File: src/rtl/pc_seq_pkg.sv
// Shared types and constants for the program-counter sequencer.
package pc_seq_pkg;

    typedef enum logic [1:0] {
        ST_START  = 2'd0,
        ST_FETCH  = 2'd1,
        ST_EXEC   = 2'd2,
        ST_HALTED = 2'd3
    } state_e;

    localparam int              PC_WIDTH             = 8;
    localparam logic [PC_WIDTH-1:0] DEFAULT_RESET_VECTOR = 8'h00;

endpackage

File: src/rtl/pc_next_logic.sv
// Next-PC selection: absolute jump beats relative branch beats increment.
module pc_next_logic
    import pc_seq_pkg::*;
#(
    parameter int W = PC_WIDTH
) (
    input  logic [W-1:0] pc_i,
    input  logic [W-1:0] offset_i,
    input  logic         branch_i,
    input  logic         jump_i,
    input  logic [W-1:0] target_i,
    output logic [W-1:0] next_pc_o
);

    // Offset arrives already sign-extended, so a plain W-bit add with the
    // carry dropped gives the two's-complement relative target.
    always_comb begin
        next_pc_o = pc_i + W'(1);
        if (jump_i)
            next_pc_o = target_i;
        else if (branch_i)
            next_pc_o = pc_i + offset_i;
    end

endmodule

File: src/rtl/pc_sequencer.sv
// Program-counter sequencer: fetch handshake, execute wait, PC update and
// saturating retired-instruction counter.
module pc_sequencer
    import pc_seq_pkg::*;
#(
    parameter logic [7:0] RESET_VECTOR = DEFAULT_RESET_VECTOR,
    parameter int         WIDTH        = PC_WIDTH
) (
    input  logic             Clk,
    input  logic             Reset_n,
    input  logic [WIDTH-1:0] Offset,
    input  logic             Branch_Taken,
    input  logic             Jump,
    input  logic [WIDTH-1:0] Jump_Target,
    input  logic             Halt,
    input  logic             Exec_Done,
    input  logic             Fetch_Ready,
    output logic             Fetch_Valid,
    output logic [WIDTH-1:0] Fetch_Addr,
    output logic [WIDTH-1:0] PC,
    output logic             Halted,
    output logic [7:0]       Instr_Count
);

    state_e           state_q, state_d;
    logic [WIDTH-1:0] pc_q, pc_d;
    logic [7:0]       cnt_q, cnt_d;
    logic [WIDTH-1:0] next_pc;
    logic             retire;

    assign retire = (state_q == ST_EXEC) && Exec_Done;

    pc_next_logic #(.W(WIDTH)) u_next (
        .pc_i      (pc_q),
        .offset_i  (Offset),
        .branch_i  (Branch_Taken),
        .jump_i    (Jump),
        .target_i  (Jump_Target),
        .next_pc_o (next_pc)
    );

    always_ff @(posedge Clk) begin
        if (!Reset_n)
            state_q <= ST_START;
        else
            state_q <= state_d;
    end

    always_comb begin
        state_d = state_q;
        unique case (state_q)
            ST_START:  state_d = ST_FETCH;
            ST_FETCH:  if (Fetch_Ready) state_d = ST_EXEC;
            ST_EXEC:   if (Exec_Done)   state_d = Halt ? ST_HALTED : ST_FETCH;
            ST_HALTED: state_d = ST_HALTED;
            default:   state_d = ST_START;
        endcase
    end

    // Outputs decode only from registered state so no input reaches an output.
    always_comb begin
        Fetch_Valid = (state_q == ST_FETCH);
        Halted      = (state_q == ST_HALTED);
        Fetch_Addr  = pc_q;
        PC          = pc_q;
        Instr_Count = cnt_q;
    end

    always_comb begin
        pc_d  = pc_q;
        cnt_d = cnt_q;
        if (retire) begin
            pc_d = next_pc;
            if (cnt_q != 8'hFF)
                cnt_d = cnt_q + 8'd1;
        end
    end

    always_ff @(posedge Clk) begin
        if (!Reset_n) begin
            pc_q  <= WIDTH'(RESET_VECTOR);
            cnt_q <= 8'h00;
        end else begin
            pc_q  <= pc_d;
            cnt_q <= cnt_d;
        end
    end

endmodule

File: config.mk
export PLATFORM = sky130hd
export DESIGN_NAME = pc_sequencer
export DESIGN_NICKNAME = d
export VERILOG_FILES = /design/src/rtl/pc_seq_pkg.sv /design/src/rtl/pc_next_logic.sv /design/src/rtl/pc_sequencer.sv
export SDC_FILE = /design/constraint.sdc
export NUM_CORES = 1
export LEC_CHECK = 0
export CORE_MARGIN = 3
export CORE_UTILIZATION = 35
export CTS_CLUSTER_DIAMETER = 100
export DETAILED_ROUTE_END_ITERATION = 16
export PLACE_DENSITY_LB_ADDON = 0.25
export SLEW_MARGIN = 20
export SYNTH_ARGS = -nofsm -noshare
export SYNTH_HDL_FRONTEND = slang
export SYNTH_SLANG_ARGS = --single-unit
File: constraint.sdc
create_clock -name Clk -period 2.6 [get_ports Clk]
set_clock_uncertainty 0.2 [all_clocks]
set_input_delay 0.52 -clock Clk [delete_from_list [all_inputs] [get_ports Clk]]
set_output_delay 0.52 -clock Clk [all_outputs]
set_load 0.03 [all_outputs]
==> impl_metrics.yaml <==
final_layout:
  drive_gt1_share_pct: 11.9
  most-common-layout-cells: "clkdlybuf4s50_1 (47), dfxtp_1 (18), and2_1 (12), nand2_1 (11), buf_4 (9)"
  fill_cells: 334
  final-instance-count-excl-fill: 239
  n_antenna_cell: 0
  finalInstanceArea_um2: 1830
  multi_input_area_um2: 793
  area_delta_synth_final_pct: 44.8
  mostFrequentLayoutCell: "clkdlybuf4s50_1"
  fin_nets: 226
  register_area_um2: 360
place:
  place_inst: 234
  io_buffers: 48
  dp_hpwl_um: 2410
  postPlaceCellArea_um2: 1770
  place_congestion: 0.798
  dp_slack_ns: -0.203
clocking:
  tritoncts: "done"
  cts_root_buf: "clkbuf_4"
  clk_pin_slew_ns: 0.11
  cts_buffers: 3
  cts_max_path_buffers: 2
  cts_sinks: 18
  htreeDepth: 1
  insertion_delay_ns: 0.29
power_and_ir_drop:
  peakVddDrop_uv: 181
  power_mw: 0.627
  power.leakage_nw: 0.763
  power.density_nw_per_um2: 343
synthesis:
  yosysWarnings: 0
  synth_seq_area_share_pct: 28.5
  async_flop_share_pct: 0
  synth_top_family_by_area: "simple AND/OR/NAND/NOR gates"
  synth_area_per_cell_um2: 8.71
  synth_ff_type: "dfxtp_1"
  synth_simple_gate_area_share_pct: 24.9
  synth-seq-cells: 18
  synth_edf_count: 0
  synth_area_um2: 1260
  ys_types: 42
  synthXorXnorAreaFrac_pct: 7.63
  syn_nets: 177
  netlist_instances: 145
  synth_adder_area_share_pct: 9.51
  synthMuxAreaShare_pct: 1.59
  synth_compound_area_share_pct: 18.5
floorplan:
  die_x_um: 66.1
  num_rows: 21
  core_um2: 3420
  die_area_um2: 4360
  die_height_um: 66.1
  ios: 49
  start_util_pct: 37.0
worst_setup_path:
  crit_required_ns: 2.59
  crit_type: "in2reg"
  arrival_ns: 2.44
  path_max_fanout: 3
  max_stage_delay_ns: 0.44
  r2r_slack_ns: 0.49
  cp_slowest_cell: "clkdlybuf4s50_1"
  worstSetupEndpointType: "register"
  reg2reg_depth: 8
  startpoint_type: "primary input"
  crit_chain: "clkdlybuf4s50_1, nand2b_1, ha_1, inv_1, fa_1, nor2b_2, o21ai_0, nor4bb_2, a211oi_1, a21oi_1"
detailed_routing:
  wl_met3_um: 159
  vias_per_cell: 4.93
  highest_layer: "met4"
  initialDrtViolationCount: 31
  drtPass1Iterations: 6
  wl_met2_um: 1440
  wirelength_um: 3040
  vias: 1178
  postRouteAntennaNets: 0
  wl_met1_um: 1410
  post_drt_wl_per_cell_um: 12.7
  drc: 0
timing:
  period_share_pct: 94.2
  post-route-min-period_ns: 2.45
  setup_slack_ns: 0.151
  hold_viol_final: 0
  drv_slew: 0
  setup_violations: 0
  worst_pin_slew_ns: 0.537
  fmax_mhz: 408
  slew_headroom_pct: 64.1
  rsz0062_at_grt: "no"
  tns_ns: 0
global_route:
  grt_start_max_net_pins: 14
  overflow: 0
  first_global_vias: 1168
  grt_pass1_wl_um: 5090
  track_usage_pct: 14.8
  antenna_found_initial: 0
min_path:
  hp-class: "reg2reg"
  whs_path_depth: 2
job:
  maxCapViolations: 0
outcome:
  outcome: "finished, final reports clean"
[cells in the mapped netlist (2+ instances only)]
cell / count / area (µm²)
dfxtp_1: 18 / 360
and2_1: 12 / 75.1
nand2_1: 11 / 41.3
buf_4: 8 / 60.1
ha_1: 8 / 100
inv_1: 8 / 30.0
nand3_1: 8 / 40.0
o21ai_0: 7 / 35.0
xor2_1: 6 / 52.6
o211ai_1: 5 / 37.5
xnor2_1: 5 / 43.8
a21oi_1: 4 / 20.0
a211oi_1: 3 / 22.5
nor2b_1: 3 / 18.8
nor3_2: 3 / 30.0
o211a_1: 3 / 30.0
clkbuf_1: 2 / 7.51
mux2i_1: 2 / 20.0
nand2b_1: 2 / 12.5
nand4_1: 2 / 12.5
nor2_2: 2 / 12.5
o21ai_1: 2 / 10.0
or3_1: 2 / 12.5
[final timing paths]
check,endpoint,start
max,Fetch_Addr[4],Offset[0]
min,Fetch_Addr[3],Fetch_Addr[3]
max reg2reg,Fetch_Addr[4],Fetch_Addr[0]
min reg2reg,Fetch_Addr[3],Fetch_Addr[3]
[critical path: cells and delay by family]
kind | cells | cell delay (ns)
AOI/OAI and AO/OA | 3 | 0.41
and+or+nand+nor | 3 | 0.45
adders and majority gates | 2 | 0.56
buffers and inverters | 2 | 0.50
[cells by family after synthesis]
logic type | Yosys count
AO/OA/AOI/OAI | 32
XOR/XNOR | 11
adder cells (fa/ha/maj) | 9
buffers and inverters | 21
flip-flops | 18
multiplexers | 2
AND/OR/NAND/NOR | 52
[sequential cells by signal, summed over array words and instances (netlist names)]
signal       flops
Fetch_Addr       8
state_q          2
Instr_Count      8
[repair_timing]
item                                    CTS  global route
endpoints found under the setup margin    0             1
setup buffers                             0             1
gates resized for setup                   0             3
hold buffers                              0             0
[power by group]
part           internal, mW  switching [mW]
registers             0.284         0.00860
clock network        0.0853          0.0930
logic                0.0828          0.0736
total                 0.452           0.175
[metrics by stage]
step           hold slack [ns]  utilization [%]
6_report                 0.364             53.5
5_1_grt                  0.400             53.5
4_1_cts                  0.371             53.0
3_5_place_dp             0.350             51.9
3_3_place_gp             0.315             51.9
2_1_floorplan            0.291                -
[cell type report]
cell class                      instances  share of cell area [%]
Timing Repair Buffer                   57                    30.1
Sequential cell                        18                    19.7
Inverter                                8                    1.64
Tap cell                               46                    3.15
Multi-Input combinational cell        106                    43.4
Clock buffer                            4                    1.98
[metal layers]
layer	GRT usage, %	up-vias
li1	-	599
met1	18.3	546
met2	24.9	29
met3	3.23	4
met4	5.33	0
met5	0	-
(Power assumes the default switching activity.)
